==> config.mk <==
export PLATFORM = sky130hd
export DESIGN_NAME = trap_csr_unit
export DESIGN_NICKNAME = d
export VERILOG_FILES = /design/src/rtl/trap_csr_unit.sv
export SDC_FILE = /design/constraint.sdc
export NUM_CORES = 1
export LEC_CHECK = 0
export ABC_AREA = 1
export BUFFER_PORTS_ARGS = -buffer_cell sky130_fd_sc_hd__buf_2
export CORE_MARGIN = 2
export CORE_UTILIZATION = 30
export DETAILED_ROUTE_END_ITERATION = 12
export GPL_TIMING_DRIVEN = 0
export HOLD_SLACK_MARGIN = 0.03
export MAX_ROUTING_LAYER = met4
export SKIP_LAST_GASP = 1
export SLEW_MARGIN = 5
export SYNTH_ARGS = -nofsm -noshare
export SYNTH_HDL_FRONTEND = slang
export SYNTH_SLANG_ARGS = --single-unit
==> constraint.sdc <==
create_clock -name clk_i -period 16.6 [get_ports clk_i]
set_clock_uncertainty 0.05 [all_clocks]
set_input_delay 2.49 -clock clk_i [delete_from_list [all_inputs] [get_ports clk_i]]
set_output_delay 2.49 -clock clk_i [all_outputs]
set_load 0.05 [all_outputs]
==> src/rtl/trap_csr_unit.sv <==
// Machine-mode trap and CSR unit: commits exception state, handles mret,
// serves CSR accesses from execute and keeps the mcycle/minstret counters.
module trap_csr_unit #(
  parameter logic [31:0] MTVEC_RESET = 32'h0000_0100,
  parameter bit          COUNTERS_EN = 1'b1
) (
  input  logic        clk_i,
  input  logic        rst_i,
  input  logic        en_exception_i,
  input  logic [31:0] exception_program_counter_i,
  input  logic [31:0] exception_adress_i,
  input  logic [2:0]  exception_cause_i,
  input  logic        mret_i,
  input  logic        instr_retired_i,
  input  logic        csr_en_i,
  input  logic [1:0]  csr_op_i,
  input  logic [11:0] csr_addr_i,
  input  logic [31:0] csr_wdata_i,
  output logic [31:0] csr_rdata_o,
  output logic        csr_illegal_o,
  output logic        redirect_en_o,
  output logic [31:0] redirect_pc_o,
  output logic        trap_busy_o
);

  typedef enum logic [1:0] {S_IDLE, S_TRAP, S_RETURN} state_t;

  state_t      r_state;
  logic        r_mie, r_mpie;
  logic [31:0] r_mtvec, r_mscratch, r_mepc, r_mcause, r_mtval;
  logic [63:0] r_mcycle, r_minstret;
  logic        r_redirect_en;
  logic [31:0] r_redirect_pc;

  logic        w_legal, w_we;
  logic [31:0] w_rdata, w_wval, w_cause, w_tval;

  always_comb begin
    w_legal = 1'b1;
    w_rdata = '0;
    case (csr_addr_i)
      12'h300: w_rdata = {19'b0, 2'b11, 3'b0, r_mpie, 3'b0, r_mie, 3'b0};
      12'h305: w_rdata = r_mtvec;
      12'h340: w_rdata = r_mscratch;
      12'h341: w_rdata = r_mepc;
      12'h342: w_rdata = r_mcause;
      12'h343: w_rdata = r_mtval;
      12'hB00: w_rdata = r_mcycle[31:0];
      12'hB80: w_rdata = r_mcycle[63:32];
      12'hB02: w_rdata = r_minstret[31:0];
      12'hB82: w_rdata = r_minstret[63:32];
      default: w_legal = 1'b0;
    endcase
  end

  always_comb begin
    case (csr_op_i)
      2'b01:   w_wval = csr_wdata_i;
      2'b10:   w_wval = w_rdata | csr_wdata_i;
      2'b11:   w_wval = w_rdata & ~csr_wdata_i;
      default: w_wval = w_rdata;
    endcase
  end

  always_comb begin
    w_cause = 32'd2;
    w_tval  = '0;
    case (exception_cause_i)
      3'd0: begin w_cause = 32'd0; w_tval = exception_program_counter_i; end
      3'd2: begin w_cause = 32'd3; w_tval = exception_program_counter_i; end
      3'd3: begin w_cause = 32'd4; w_tval = exception_adress_i; end
      3'd4: begin w_cause = 32'd6; w_tval = exception_adress_i; end
      3'd5: w_cause = 32'd11;
      default: ;
    endcase
  end

  // Writes only land from IDLE and lose to a same-cycle exception.
  assign w_we = csr_en_i && (csr_op_i != 2'b00) && w_legal &&
                (r_state == S_IDLE) && !en_exception_i;

  always_ff @(posedge clk_i or posedge rst_i) begin
    if (rst_i) begin
      r_state       <= S_IDLE;
      r_mie         <= 1'b0;
      r_mpie        <= 1'b0;
      r_mtvec       <= {MTVEC_RESET[31:2], 2'b00};
      r_mscratch    <= '0;
      r_mepc        <= '0;
      r_mcause      <= '0;
      r_mtval       <= '0;
      r_mcycle      <= '0;
      r_minstret    <= '0;
      r_redirect_en <= 1'b0;
      r_redirect_pc <= '0;
    end else begin
      if (COUNTERS_EN) begin
        // A half-write replaces the increment and leaves the other half untouched.
        if (w_we && csr_addr_i == 12'hB00)      r_mcycle <= {r_mcycle[63:32], w_wval};
        else if (w_we && csr_addr_i == 12'hB80) r_mcycle <= {w_wval, r_mcycle[31:0]};
        else                                    r_mcycle <= r_mcycle + 64'd1;
        if (w_we && csr_addr_i == 12'hB02)      r_minstret <= {r_minstret[63:32], w_wval};
        else if (w_we && csr_addr_i == 12'hB82) r_minstret <= {w_wval, r_minstret[31:0]};
        else if (instr_retired_i)               r_minstret <= r_minstret + 64'd1;
      end
      case (r_state)
        S_IDLE: begin
          if (en_exception_i) begin
            r_mepc        <= {exception_program_counter_i[31:1], 1'b0};
            r_mcause      <= w_cause;
            r_mtval       <= w_tval;
            r_mpie        <= r_mie;
            r_mie         <= 1'b0;
            r_redirect_en <= 1'b1;
            r_redirect_pc <= {r_mtvec[31:2], 2'b00};
            r_state       <= S_TRAP;
          end else begin
            if (w_we) begin
              case (csr_addr_i)
                12'h300: begin r_mie <= w_wval[3]; r_mpie <= w_wval[7]; end
                12'h305: r_mtvec    <= {w_wval[31:2], 2'b00};
                12'h340: r_mscratch <= w_wval;
                12'h341: r_mepc     <= {w_wval[31:1], 1'b0};
                12'h342: r_mcause   <= w_wval;
                12'h343: r_mtval    <= w_wval;
                default: ;
              endcase
            end
            if (mret_i) begin
              r_mie         <= r_mpie;
              r_mpie        <= 1'b1;
              r_redirect_en <= 1'b1;
              r_redirect_pc <= r_mepc;
              r_state       <= S_RETURN;
            end
          end
        end
        default: begin
          r_redirect_en <= 1'b0;
          r_state       <= S_IDLE;
        end
      endcase
    end
  end

  assign csr_rdata_o   = w_rdata;
  assign csr_illegal_o = csr_en_i && !w_legal;
  assign redirect_en_o = r_redirect_en;
  assign redirect_pc_o = r_redirect_pc;
  assign trap_busy_o   = (r_state != S_IDLE);

endmodule

# After elaboration in Yosys (flattened, before gate mapping)
# Cells that the tools add are included.
[totals]
reg_bits = 323
input_bits = 119
output_inout_bits = 67
word_cells = 112
[op_classes]
add_sub_neg = 2
n_eq_ne = 20
mux = 35
n_bitwise = 5
reduce_logical = 36
[ops]
columns = ["cell", "n"]
rows = [
  ["$mux W32", 13],
  ["$pmux W32 S10", 1],
  ["$mux W64", 3],
  ["$add A64 B1 Y64 const B", 2],
  ["$pmux W32 S3", 1],
  ["$eq A12 B10 Y1 const B", 6],
  ["$pmux W32 S2", 1],
  ["$eq A12 B12 Y1 const B", 4],
  ["$and A32 B32 Y32", 1],
  ["$not A32 Y32", 1],
  ["$or A32 B32 Y32", 1],
  ["$pmux W4 S5", 1],
  ["$reduce_bool A2 Y1", 9],
  ["$mux W1", 12],
  ["$reduce_and A3 Y1", 4],
  ["$reduce_or A10 Y1", 1],
  ["$logic_and A1 B1 Y1", 9],
  ["$reduce_and A4 Y1", 2],
  ["$eq A3 B2 Y1 const B", 2],
  ["$eq A3 B3 Y1 const B", 2],
  ["$mux W2", 3],
  ["$reduce_and A2 Y1", 3],
  ["$reduce_bool A3 Y1", 2],
  ["$eq A2 B2 Y1 const B", 2],
  ["8 further kinds", 12],
]

# Logic depth before layout (Yosys ltp)
[depth]
ltp_word = 9
depth_mapped = 17
ltp_nobuf = 16

# Worst setup path after synthesis
# No wires, ideal clock.
[synth_timing]
kind = "in2out"
from = "input csr_addr_i[9]"
to = "output csr_rdata_o[16]"
arrival_ns = 4.398
t_required_ns = 14.060
path_slack_ns = 9.662
cell_stages = 8
path_buffers = 2
path_cell_list = "nand2_1 > nor2_4 > buf_4 > nand2_1 > nor2_2 > inv_1 > clkbuf_1 > o2111ai_1"
[synth_via]
elab_chain_cells = 2
word_cells_on_any_way = 11
classes_between = "10 x eq/ne; 1 x mux"
[synth_rtl]
columns = ["element", "line", "text"]
rows = [
  ["from (decl)", "17", "input logic [11:0] csr_addr_i,"],
  ["$eq A12 B12 Y1 / $eq A12 B10 Y1 (equally long branches)", "41", "case (csr_addr_i)"],
  ["$pmux W32 S10 (*)", "41", ""],
  ["to (decl)", "19", "output logic [31:0] csr_rdata_o,"],
]
# Every way passes the cells marked *; elsewhere a longest branch is shown, timed or not.

# Worst setup path in the final report
[layout_timing]
from = "input csr_addr_i[9]"
to = "output csr_rdata_o[9]"
# Same word-level chain as after synthesis.

==> metrics <==
outcome finished clean; number of detailed-route iterations in the first pass 6; class of the most critical hold timing path register to register; Root Buffer sky130_fd_sc_hd__clkbuf_16; drt via density 5.61; Starting DRT DRC Count 3473; number of enable-type register cells in the synthesized netlist 0; fraction of post-synthesis cell area in the top cell type by area 35.8%; # nets final 3823; clk slew on worst S/H paths 0.06 ns; critical path start-end classification primary input to output port; Port Buffers 184; number of antenna violations at the first check in global routing 1; period utilisation layout 49.3%; total congestion overflow 0; hold violation count in the final report 0; area leader, netlist sky130_fd_sc_hd__dfrtp_1; sequential share of power 41.2%; Finish-stage setup viols 0; type of element capturing the critical path output port; CP max stage delay 0.57 ns; final worst-path setup slack 8.42 ns; Total Die Area 76700 sq um; number of buffers inserted during clock tree synthesis 41; internal power component 1.48 mW; number of warnings reported in the yosys synthesis log 0; total negative slack for setup checks 0 ns; proportion of synthesized flip-flops having asynchronous set or reset 100%; WP data arrival 5.64 ns; Final Max Slew Viols 0; maximum net fanout on the critical path 10; #FFs+latches synth 321; die extent in y 277 microns; synth top area cells sky130_fd_sc_hd__dfrtp_1 36%, sky130_fd_sc_hd__nand2_1 18%, sky130_fd_sc_hd__nand3_1 9.3%; top post-synthesis cells by count 1070 x sky130_fd_sc_hd__nand2_1, 517 x sky130_fd_sc_hd__nor2_1, 414 x sky130_fd_sc_hd__nand3_1, 320 x sky130_fd_sc_hd__dfrtp_1, 259 x sky130_fd_sc_hd__inv_1; cell breakdown of the critical path buf_2, nand2_1, nor2_4, buf_4, nand2_1, nor2_1, inv_1, clkbuf_1, o21ai_0, nor3_1, nand4_1, buf_2; cell with the most instances after synthesis sky130_fd_sc_hd__nand2_1; IR Drop Worst-Case VDD 0.0000620 V; FP Rows 100; Area growth, synth to finish 15.8%; average instance area after synthesis 6.44 sq um; final standard cell count with taps included and fillers excluded 4705; cell at the slowest stage of the critical path sky130_fd_sc_hd__nor2_1; area of the core 74100 sq um; Skew-Pair Late Insertion Delay 0.61 ns; min cycle time layout 8.18 ns; via count of the first global-routing pass 24500; H-tree depth 2; cell area power density 88.5 nW/um^2; Fillers 8237; width of the die 277 microns; Max Clock Freq 0.122 GHz; clock sink count 321; antenna violation net count after detailed routing 0; Final HPWL DP 99.4 mm; via count 26400; first-pass GRT wire length 175 mm; switching portion of total power 35.6%; post-detailed-route wirelength per cell 26.2 microns; TritonCTS clock tree done; synthesized netlist net count 3594; count of boundary I/O pins 186; Post-Syn Instances 3473; pin count of the biggest net entering global routing 116; part of the total power dissipated in the clock network 40.4%; Data required, critical path 14.06 ns; number of hold-repair buffers added at the cts stage 0; Max transition margin 10.3%; instance count after placement with tap cells included 4628; Post-CTS Resized 0; layout cells sized above 1 10.8%; global placer's final weighted congestion 1.06; Global Route Usage Sum 32.2%; Net Sw Power 0.814 mW; transition time at the pin with the least slew margin 1.33 ns; Post-Route WL 123 mm; kind of start point of the critical path primary input; initial standard-cell utilization of the core 30.2%; Post-CTS Setup Bufs 0; count of unresolved DRC violations after routing 0; Gate power share 18.4%; number of max-cap violations 0; main flop type after synthesis sky130_fd_sc_hd__dfrtp_1; LEAKAGE 12.0 nW; RSZ-0062 raised after global routing false; number of buffers between clock root and the deepest sink 3; number of different library cells in the post-synthesis netlist 49; cell area after synthesis 22400 sq um; sequential cell area fraction in the yosys report 35.9%; pre-CTS setup slack 8.49 ns
==> state kept, by name, indices dropped and copies added (netlist names) <==
signal / count
r_mcycle: 64
r_minstret: 64
r_mcause: 32
r_mscratch: 32
r_mtval: 32
r_mepc: 31
redirect_pc_o: 31
r_mtvec: 30
r_state: 2
r_mie: 1
r_mpie: 1
redirect_en_o: 1
==> cells in the final DEF, fill, tap and decap left out, types with 63 or more instances in the layout <==
cell type                  netlist  final
sky130_fd_sc_hd__a21oi_1        63     63
sky130_fd_sc_hd__buf_2          71    255
sky130_fd_sc_hd__clkbuf_1       72     79
sky130_fd_sc_hd__dfrtp_1       320    320
sky130_fd_sc_hd__inv_1         259    258
sky130_fd_sc_hd__nand2_1      1070   1070
sky130_fd_sc_hd__nand3_1       414    414
sky130_fd_sc_hd__nand4_1        91     91
sky130_fd_sc_hd__nor2_1        517    517
sky130_fd_sc_hd__nor3_1         65     65
sky130_fd_sc_hd__o21ai_0       166    166
sky130_fd_sc_hd__xor2_1         64     64
==> through the flow <==
stage	hold slack, ns	utilization (%)	cell area, sq um	power [mW]
finish	0.433	34.9	25900	2.29
global route	0.451	34.9	25900	2.35
CTS	0.438	34.9	25900	2.27
detailed placement	0.423	33.1	24600	1.36
global placement	0.417	33.1	24500	1.36
floorplan	0.399	-	22400	1.18
==> power groups by stage <==
stage          clock network (mW)  logic [mW]  registers [mW]
2_1_floorplan                   0       0.195           0.988
3_3_place_gp                    0       0.407           0.949
3_5_place_dp                    0       0.411           0.949
4_1_cts                     0.923       0.412           0.937
5_1_grt                     0.952       0.451           0.949
6_report                    0.925       0.421           0.943
==> worst max-delay path: cells and delay by family <==
family	cells	cell delay [ns]
AOI/OAI and AO/OA	1	0.32
buffers and inverters	5	1.48
and+or+nand+nor	6	1.34
==> cell families (layout without fill, tap and decap cells) <==
logic type / Yosys count / in the layout / synth area share, %
DFF: 321 / 321 / 35.9
AOI/OAI and AO/OA: 398 / 398 / 10.3
buffers and inverters: 445 / 706 / 8.09
and+or+nand+nor: 2220 / 2220 / 42.2
adders and majority gates: 2 / 2 / 0.112
xor gates and xnor gates: 86 / 86 / 3.37
other: 1 / 3 / 0.0168
==> final timing paths <==
| path | slack, ns | startpoint | cells after the start | to |
|---|---|---|---|---|
| setup / recovery | 8.42 | csr_addr_i[9] | 12 | csr_rdata_o[9] |
| hold / removal | 0.43 | r_mscratch[28]$_DFFE_PP0P_ | 2 | r_mscratch[28]$_DFFE_PP0P_ |
| setup reg to reg | 13.24 | r_minstret[0]$_DFFE_PP0P_ | 12 | r_minstret[44]$_DFFE_PP0P_ |
| hold reg to reg | 0.43 | r_mscratch[28]$_DFFE_PP0P_ | 2 | r_mscratch[28]$_DFFE_PP0P_ |
| max in group asynchronous | 13.35 | rst_i | 3 | r_mcycle[30]$_DFFE_PP0P_ |
| min in group asynchronous | 1.99 | rst_i | 2 | r_mtval[7]$_DFFE_PP0P_ |
==> final cells by class <==
type | count | area (sq um) | share of cell area, %
clock inverter | 19 | 159 | 0.614
inverter | 276 | 1040 | 4.03
multi-input combinational | 2707 | 12500 | 48.4
sequential | 321 | 8030 | 31.0
buffer | 169 | 772 | 2.98
timing repair buffer | 186 | 976 | 3.77
antenna | 2 | 5.00 | 0.0193
clock buffer | 56 | 1160 | 4.49
tap | 969 | 1210 | 4.69
==> routing by layer <==
metal	GRT usage, %	share of wire [%]	vias up
met5	-	0	-
met4	15.6	5.8	0
met3	6.45	10	364
met2	48.0	43	1590
met1	41.8	41	12600
li1	-	-	11800
No activity file was read; power rests on OpenSTA's default activity.
